[config.mk]
export PLATFORM = sky130hd
export DESIGN_NAME = mem_req_merge_unit
export DESIGN_NICKNAME = d
export VERILOG_FILES = /design/src/rtl/mem_req_merge_unit.sv
export SDC_FILE = /design/constraint.sdc
export NUM_CORES = 1
export LEC_CHECK = 0
export BUFFER_PORTS_ARGS = -buffer_cell sky130_fd_sc_hd__buf_4
export CAP_MARGIN = 10
export CELL_PAD_IN_SITES_DETAIL_PLACEMENT = 0
export CELL_PAD_IN_SITES_GLOBAL_PLACEMENT = 1
export CORE_AREA = 5 5 146 148
export DETAILED_ROUTE_END_ITERATION = 8
export DIE_AREA = 0 0 151 153
export HOLD_SLACK_MARGIN = 0.12
export PLACE_DENSITY_LB_ADDON = 0.12
export SYNTH_ARGS = -nofsm -noshare
export SYNTH_HDL_FRONTEND = slang
export SYNTH_SLANG_ARGS = --single-unit
export TNS_END_PERCENT = 1
[constraint.sdc]
create_clock -name clk -period 2.6 [get_ports clk]
set_clock_uncertainty 0.1 [all_clocks]
set_input_delay 0.52 -clock clk [delete_from_list [all_inputs] [get_ports clk]]
set_output_delay 0.52 -clock clk [all_outputs]
set_load 0.02 [all_outputs]
[src/rtl/mem_req_merge_unit.sv]
// Merges imem and dmem request streams onto one shared 4B memory port and routes responses back.
// The request opaque field carries the source tag in bit 0. Each source has its own outstanding-request limit.
module mem_req_merge_unit #(
  parameter int unsigned p_max_outstanding = 4,
  parameter bit          p_reset_prio      = 1'b0
) (
  input  logic        clk,
  input  logic        reset,

  input  logic [76:0] imemreq_msg,
  input  logic        imemreq_val,
  output logic        imemreq_rdy,

  input  logic [76:0] dmemreq_msg,
  input  logic        dmemreq_val,
  output logic        dmemreq_rdy,

  output logic [76:0] memreq_msg,
  output logic        memreq_val,
  input  logic        memreq_rdy,

  input  logic [44:0] memresp_msg,
  input  logic        memresp_val,
  output logic        memresp_rdy,

  output logic [44:0] imemresp_msg,
  output logic        imemresp_val,
  input  logic        imemresp_rdy,

  output logic [44:0] dmemresp_msg,
  output logic        dmemresp_val,
  input  logic        dmemresp_rdy,

  output logic        proto_err
);

  typedef enum logic {
    SRC_IMEM = 1'b0,
    SRC_DMEM = 1'b1
  } src_e;

  localparam int         ReqOpqLsb  = 66;
  localparam int         RespOpqLsb = 34;
  localparam logic [3:0] MaxOut     = 4'(p_max_outstanding);

  src_e       prio_q, prio_d;
  src_e       lockSrc_q, lockSrc_d;
  logic       lock_q, lock_d;
  logic [3:0] iCount_q, iCount_d;
  logic [3:0] dCount_q, dCount_d;
  logic       protoErr_q, protoErr_d;

  src_e       grant;
  logic       eligI, eligD;
  logic       reqFire, iReqFire, dReqFire;
  logic       respSel, iRespFire, dRespFire;
  logic [7:0] reqOpaque;

  function automatic logic [3:0] nextCount(input logic [3:0] cnt, input logic inc, input logic dec);
    if (inc && !dec) return cnt + 4'd1;
    if (dec && !inc && (cnt != 4'd0)) return cnt - 4'd1;
    return cnt;
  endfunction

  assign eligI = imemreq_val && (iCount_q < MaxOut);
  assign eligD = dmemreq_val && (dCount_q < MaxOut);

  // A stalled request keeps its grant so the request does not change while the memory is not ready
  always_comb begin
    grant = prio_q;
    if (lock_q) begin
      grant = lockSrc_q;
    end else if (eligI && !eligD) begin
      grant = SRC_IMEM;
    end else if (eligD && !eligI) begin
      grant = SRC_DMEM;
    end
  end

  always_comb begin
    memreq_msg  = (grant == SRC_DMEM) ? dmemreq_msg : imemreq_msg;
    reqOpaque   = memreq_msg[ReqOpqLsb +: 8];
    memreq_msg[ReqOpqLsb +: 8] = {reqOpaque[6:0], grant};
    memreq_val  = !reset && ((grant == SRC_DMEM) ? eligD : eligI);
    imemreq_rdy = !reset && (grant == SRC_IMEM) && eligI && memreq_rdy;
    dmemreq_rdy = !reset && (grant == SRC_DMEM) && eligD && memreq_rdy;
  end

  assign reqFire  = memreq_val && memreq_rdy;
  assign iReqFire = reqFire && (grant == SRC_IMEM);
  assign dReqFire = reqFire && (grant == SRC_DMEM);

  always_comb begin
    respSel      = memresp_msg[RespOpqLsb];
    imemresp_msg = memresp_msg;
    imemresp_msg[RespOpqLsb +: 8] = {1'b0, memresp_msg[RespOpqLsb+1 +: 7]};
    dmemresp_msg = imemresp_msg;
    imemresp_val = !reset && memresp_val && !respSel;
    dmemresp_val = !reset && memresp_val && respSel;
    memresp_rdy  = !reset && (respSel ? dmemresp_rdy : imemresp_rdy);
  end

  assign iRespFire = memresp_val && memresp_rdy && !respSel;
  assign dRespFire = memresp_val && memresp_rdy && respSel;

  // Responses are always delivered, even to a source with no outstanding requests; that case is only flagged
  always_comb begin
    lock_d     = lock_q;
    lockSrc_d  = lockSrc_q;
    prio_d     = prio_q;
    iCount_d   = nextCount(iCount_q, iReqFire, iRespFire);
    dCount_d   = nextCount(dCount_q, dReqFire, dRespFire);
    protoErr_d = protoErr_q
               || (iRespFire && (iCount_q == 4'd0))
               || (dRespFire && (dCount_q == 4'd0));
    if (reqFire) begin
      lock_d = 1'b0;
      prio_d = src_e'(~grant);
    end else if (memreq_val) begin
      lock_d    = 1'b1;
      lockSrc_d = grant;
    end
  end

  always_ff @(posedge clk) begin
    if (reset) begin
      prio_q     <= src_e'(p_reset_prio);
      lockSrc_q  <= SRC_IMEM;
      lock_q     <= 1'b0;
      iCount_q   <= 4'd0;
      dCount_q   <= 4'd0;
      protoErr_q <= 1'b0;
    end else begin
      prio_q     <= prio_d;
      lockSrc_q  <= lockSrc_d;
      lock_q     <= lock_d;
      iCount_q   <= iCount_d;
      dCount_q   <= dCount_d;
      protoErr_q <= protoErr_d;
    end
  end

  assign proto_err = protoErr_q;

endmodule

==> results.tsv, run 1 <==
stage	metric	value	unit
worst_setup_path	cp_max_fo	23	
layout	nNetsFinal	669	
drt	vias	2632	
drt	wl	13900	um
flow_run	drv_cap	0	
sta	grt_setup_unrepaired	yes	
yosys	synthArstFlopShare	0	
yosys	avgSynthCellArea	9.03	um^2
worst_setup_path	startpoint	imemreq_val	
power	p_sw_frac	0.353	
drt	viasPerCell	3.62	
yosys	yosysTopAreaCellShare	0.266	
run_status	violations	negative setup slack	
drt	wl_met2	6720	um
worst_setup_path	critPathLaunchType	primary input	
worst_setup_path	cp_data_arrival_time	2.12	ns
layout	postLayoutCoreUtil	0.235	
power	vdd_drop_max	148	uV
layout	design_area	4670	um^2
power	power.leakage	2.36	nW
worst_setup_path	critical_path_class	in -> out	
worst_setup_path	regToRegSetupSlack	0.56	ns
power	p_clk_frac	0.194	
global_routing	grt_pass1_wl	18700	um
global_routing	antenna_found_initial	0	
layout	syn_to_final_growth	79.6	%
placement	dpl.hpwl	12500	um
yosys	ys.flop_type	dfxtp_1	
drt	route.met3.wl	2360	um
min_path	hp-class	in -> reg	
worst_setup_path	timing.rr.start	iCount_q[2]	
power	seq_power_share	0.129	
power	finalPower	1.67	mW
yosys	synth_edf_count	0	
clock_network	cts-root-buf	clkbuf_16	
worst_setup_path	endpoint	memreq_msg[56]	
placement	place.gp.congestion	0.722	
yosys	synth-seq-area-share	0.0924	
drt	drt_iter0_drc	37	
worst_setup_path	r2r_cells	7	
yosys	synth-seq-cells	12	
die	design.die.area	23100	um^2
drt	ant_nets	0	
power	p_sw	0.590	mW
global_routing	gr-usage-all-layers	0.108	
clock_network	htree_levels	1	
die	io_pins	381	
drt	dr.pass1.iters	4	
clock_network	cts_tree	done	
sta	setup_viol	73	
placement	placement.cell_area	4260	um^2
drt	topRoutingLayerUsed	met4	
sta	post-route-min-period	2.74	ns
clock_network	cts_buffers	3	
yosys	yosysTopAreaCell	buf_4	
yosys	syn_area	2600	um^2
power	pwr_density_cell	358	nW/um^2
global_routing	grt_pass1_vias	2717	
min_path	min_from	reset	
placement	port_buffers	244	
die	fp.coreArea	19900	um^2
die	placementRows	52	
sta	fin_tns_setup	-6.20	ns
sta	fin_crit_sh	1.05	
sta	finalHoldViolCount	0	
sta	slew_violations	0	
global_routing	grt_overflow	0	
layout	final_cell_mix	buf_4, buf_6, mux2_4	
die	fp.dieW	151	um
clock_network	clk_latency	0.24	ns
clock_network	clk_path_buf_depth	2	
drt	met1_length	4780	um
clock_network	clk_pin_slew_worst_paths	0.05	ns
layout	final_common_cell	buf_4	
sta	timing.final.ws_setup	-0.137	ns
run_status	status	finished with violations	
worst_setup_path	end_kind	primary output	
sta	max_freq	365	MHz
clock_network	clock-sinks	12	
yosys	yosys_warnings	0	
layout	antenna_cells	0	
yosys	yosys.cell_types.count	43	
layout	drive_above_1_share	0.788	
worst_setup_path	rr_endpoint	iCount_q[2]	
drt	route.detailed.drc	0	
die	fp.dieH	153	um
yosys	synth_cells	288	
global_routing	grt_max_degree	24	
drt	wl_per_cell	19.1	um
worst_setup_path	cp.required	1.98	ns
die	initial_core_util	0.131	
clock_network	post-cts-setup-buffer-count	0	
power	p_int	1.08	mW
power	power_frac_comb	0.677	
yosys	synthTopCellsByArea	buf_4, mux2_2, mux2_4	
-- registers in the layout, summed over array words and instances (netlist names) --
| signal | cells |
|---|---|
| lock_q | 1 |
| lockSrc_q | 1 |
| iCount_q | 4 |
| dCount_q | 4 |
| prio_q | 1 |
| proto_err | 1 |
-- critical path, stage by stage --
cell and delay [ns]:
buf_6 0.06, or3b_4 0.37, a21oi_2 0.13, nor3_2 0.07, nor2_4 0.14, buf_12 0.20, buf_4 0.15, mux2_4 0.29
buf_4 0.16
-- cells in the mapped netlist (3+ instances only) --
cell type  count
inv_1         12
mux2i_1        3
nor2_1        11
dfxtp_1       12
buf_2          4
buf_6          6
o21ai_0        8
buf_4         92
a21oi_1        9
nor3_1         6
nand2b_1       3
ha_1           4
mux2_2        47
mux2_4        29
nand2_1        7
nand3_1        4
-- kinds of logic (layout without fill, tap and decap cells) --
kind of cell	Yosys count	in the layout	synth area share
buffers and inverters	114	282	0.317
multiplexers	79	79	0.383
AND/OR/NAND/NOR	48	48	0.109
AO/OA/AOI/OAI	30	30	0.0784
flip-flops	12	12	0.0924
adder cells (fa/ha/maj)	4	4	0.0193
other	1	2	0.00144
-- area by class of cell --
type | instances | area [um^2]
clock buffer | 4 | 88.8
fill | 2275 | 15200
inverter | 12 | 45.0
multi-input combinational | 163 | 1640
sequential | 12 | 241
tap | 270 | 338
timing repair buffer | 266 | 2310
-- what timing repair did --
| action | CTS | global route |
|---|---|---|
| endpoints found under the hold margin | 0 | 0 |
| pin swaps | 1 | 0 |
| resized for setup | 84 | 2 |
| hold buffers | 0 | 0 |
| setup endpoints to repair | 76 | 76 |
-- per-layer routing --
metal / up-vias / GRT usage
met1: 1200 / 0.108
met3: 4 / 0.0749
met5: - / 0
li1: 1235 / -
met4: 0 / 0.0130
met2: 193 / 0.190
-- power groups by stage --
stage | Combinational [mW] | Clock, mW | Sequential, mW
5_1_grt | 1.20 | 0.340 | 0.218
3_5_place_dp | 1.05 | 0 | 0.219
6_report | 1.13 | 0.324 | 0.216
2_1_floorplan | 0.722 | 0 | 0.216
4_1_cts | 1.15 | 0.333 | 0.216
3_3_place_gp | 1.04 | 0 | 0.219
-- worst min path at each step --
stage                  endpoint  slack [ns]  depth (start not counted)
global placement      lockSrc_q        0.40                          2
detailed placement    lockSrc_q        0.40                          2
global route        dCount_q[0]        0.40                          2
CTS                 dCount_q[0]        0.39                          2
floorplan             lockSrc_q        0.35                          2
finish              dCount_q[0]        0.38                          2
-- stage by stage --
step | hold slack (ns) | std cells | setup WS, ns
detailed placement | 0.395 | 723 | -0.223
floorplan | 0.354 | 289 | 0.0453
global placement | 0.395 | 723 | -0.210
global route | 0.396 | 727 | -0.223
finish | 0.383 | 727 | -0.137
CTS | 0.388 | 727 | -0.173
No activity file was read; power rests on OpenSTA's default activity.
==> run 2: changes to the inputs <==
- TNS_END_PERCENT: 1 -> default
==> run 2 against run 1 <==
Effect of this change:
- first-iteration DRC count grew 49%
- clock power is essentially flat
- sequential power is essentially flat
- the flow still finishes with violations (negative setup slack)
- global-route usage is essentially flat
- maximum frequency grew 0.15%
==> results.tsv, run 2 (same netlist as run 1, synthesis figures left out) <==
stage	metric	value	unit
die	design.die.area	23100	um^2
worst_setup_path	startpoint	imemreq_val	
worst_setup_path	rr_endpoint	iCount_q[2]	
layout	instances_no_fill	729	
drt	route.detailed.drc	0	
clock_network	htree_levels	1	
die	placementRows	52	
worst_setup_path	cp_top_family	simple AND/OR/NAND/NOR gates	
worst_setup_path	regToRegSetupSlack	0.55	ns
power	p_sw_frac	0.352	
worst_setup_path	cp_cell_sequence	buf_6, or3b_4, a21oi_2, nor3_2, nor2_4, buf_12, buf_4, mux2_4, buf_4	
drt	ant_nets	0	
layout	drive_above_1_share	0.791	
clock_network	clock-sinks	12	
min_path	min_from	reset	
layout	nNetsFinal	671	
drt	wl_per_cell	19.3	um
worst_setup_path	cp_max_fo	23	
sta	grt_setup_unrepaired	yes	
sta	fin_tns_setup	-6.29	ns
power	p_sw	0.595	mW
clock_network	clk_latency	0.24	ns
power	vdd_drop_max	148	uV
power	p_clk_frac	0.192	
power	power.leakage	2.40	nW
worst_setup_path	critical_path_class	in -> out	
clock_network	cts_buffers	3	
placement	place_ws	-0.223	ns
worst_setup_path	crit_slowest_cell	or3b_4	
sta	setup_viol	74	
drt	viasPerCell	3.62	
power	seq_power_share	0.128	
power	pwr_density_cell	358	nW/um^2
layout	antenna_cells	0	
flow_run	drv_cap	0	
power	power_frac_comb	0.680	
global_routing	grt_overflow	0	
clock_network	cts_tree	done	
power	finalPower	1.69	mW
sta	slew_violations	0	
global_routing	antenna_found_initial	0	
die	fp.dieH	153	um
worst_setup_path	cp.required	1.98	ns
global_routing	grt_pass1_wl	18800	um
global_routing	grt_max_degree	24	
sta	finalHoldViolCount	0	
sta	post-route-min-period	2.73	ns
worst_setup_path	critPathLaunchType	primary input	
die	fp.dieW	151	um
layout	final_common_cell	buf_4	
power	p_int	1.10	mW
placement	place.gp.congestion	0.722	
worst_setup_path	slowest_delay	0.37	ns
worst_setup_path	cpMostUsedCell	buf_4	
die	io_pins	381	
clock_network	clk_pin_slew_worst_paths	0.05	ns
layout	final_cell_mix	buf_4, buf_6, mux2_4	
clock_network	cts-root-buf	clkbuf_16	
drt	drt_iter0_drc	55	
placement	dpl.hpwl	12500	um
worst_setup_path	timing.rr.start	iCount_q[3]	
layout	largestRegisters	dCount_q (4), iCount_q (4)	
run_status	violations	negative setup slack	
die	initial_core_util	0.131	
layout	fillerInstances	2273	
die	fp.coreArea	19900	um^2
worst_setup_path	endpoint	memreq_msg[56]	
placement	dp_cells	723	
sta	max_freq	366	MHz
clock_network	ctsHoldBuffers	0	
layout	syn_to_final_growth	81.8	%
sta	fin_crit_sh	1.05	
min_path	hp-class	in -> reg	
clock_network	clk_path_buf_depth	2	
drt	dr.pass1.iters	4	
worst_setup_path	r2r_cells	7	
layout	multiInputGateArea	1650	um^2
worst_setup_path	cp_data_arrival_time	2.11	ns
placement	port_buffers	244	
drt	vias	2637	
global_routing	gr-usage-all-layers	0.109	
worst_setup_path	end_kind	primary output	
run_status	status	finished with violations	
layout	seq_area	243	um^2
drt	wl	14000	um
worst_setup_path	worstSetupPathDepth	9	
global_routing	grt_pass1_vias	2723	
sta	timing.final.ws_setup	-0.133	ns
worst_setup_path	critPathBufInv	4	
## run 2: worst min-delay path by stage
| stage | to | slack [ns] | cells past startpoint |
|---|---|---|---|
| 5_1_grt | dCount_q[0] | 0.40 | 2 |
| 3_5_place_dp | lockSrc_q | 0.40 | 2 |
| 3_3_place_gp | lockSrc_q | 0.40 | 2 |
| 6_report | dCount_q[0] | 0.38 | 2 |
| 2_1_floorplan | lockSrc_q | 0.35 | 2 |
| 4_1_cts | dCount_q[0] | 0.39 | 2 |
## run 2: metrics by stage
| step | area, um^2 | hold slack (ns) | utilization |
|---|---|---|---|
| 2_1_floorplan | 2600 | 0.354 | - |
| 3_3_place_gp | 4260 | 0.395 | 0.214 |
| 3_5_place_dp | 4260 | 0.395 | 0.214 |
| 4_1_cts | 4670 | 0.388 | 0.235 |
| 5_1_grt | 4730 | 0.396 | 0.237 |
| 6_report | 4730 | 0.383 | 0.237 |
## run 2: metal layers
| metal | up-vias | part of all wire | track usage |
|---|---|---|---|
| met4 | 0 | 0.0041 | 0.0130 |
| met2 | 199 | 0.48 | 0.191 |
| met3 | 4 | 0.17 | 0.0743 |
| met5 | - | 0 | 0 |
| li1 | 1241 | - | - |
| met1 | 1193 | 0.35 | 0.109 |
## run 2: timing repair
| action | CTS | global route |
|---|---|---|
| pin swaps | 0 | 0 |
| endpoints found under the setup margin | 76 | 76 |
| cloned | 0 | 1 |
| gates resized for setup | 84 | 9 |
| buffers inserted | 1 | 0 |
## run 2: power groups by stage
stage	sequential [mW]	combinational (mW)	clock, mW
4_1_cts	0.216	1.16	0.333
3_5_place_dp	0.219	1.05	0
3_3_place_gp	0.219	1.04	0
2_1_floorplan	0.216	0.722	0
5_1_grt	0.218	1.22	0.340
6_report	0.216	1.15	0.324
## run 2: cell type report
class,count,share of cell area
Clock buffer,4,0.0188
Sequential cell,12,0.0514
Tap cell,270,0.0715
Timing Repair Buffer,268,0.499
Inverter,12,0.00953
Multi-Input combinational cell,163,0.350
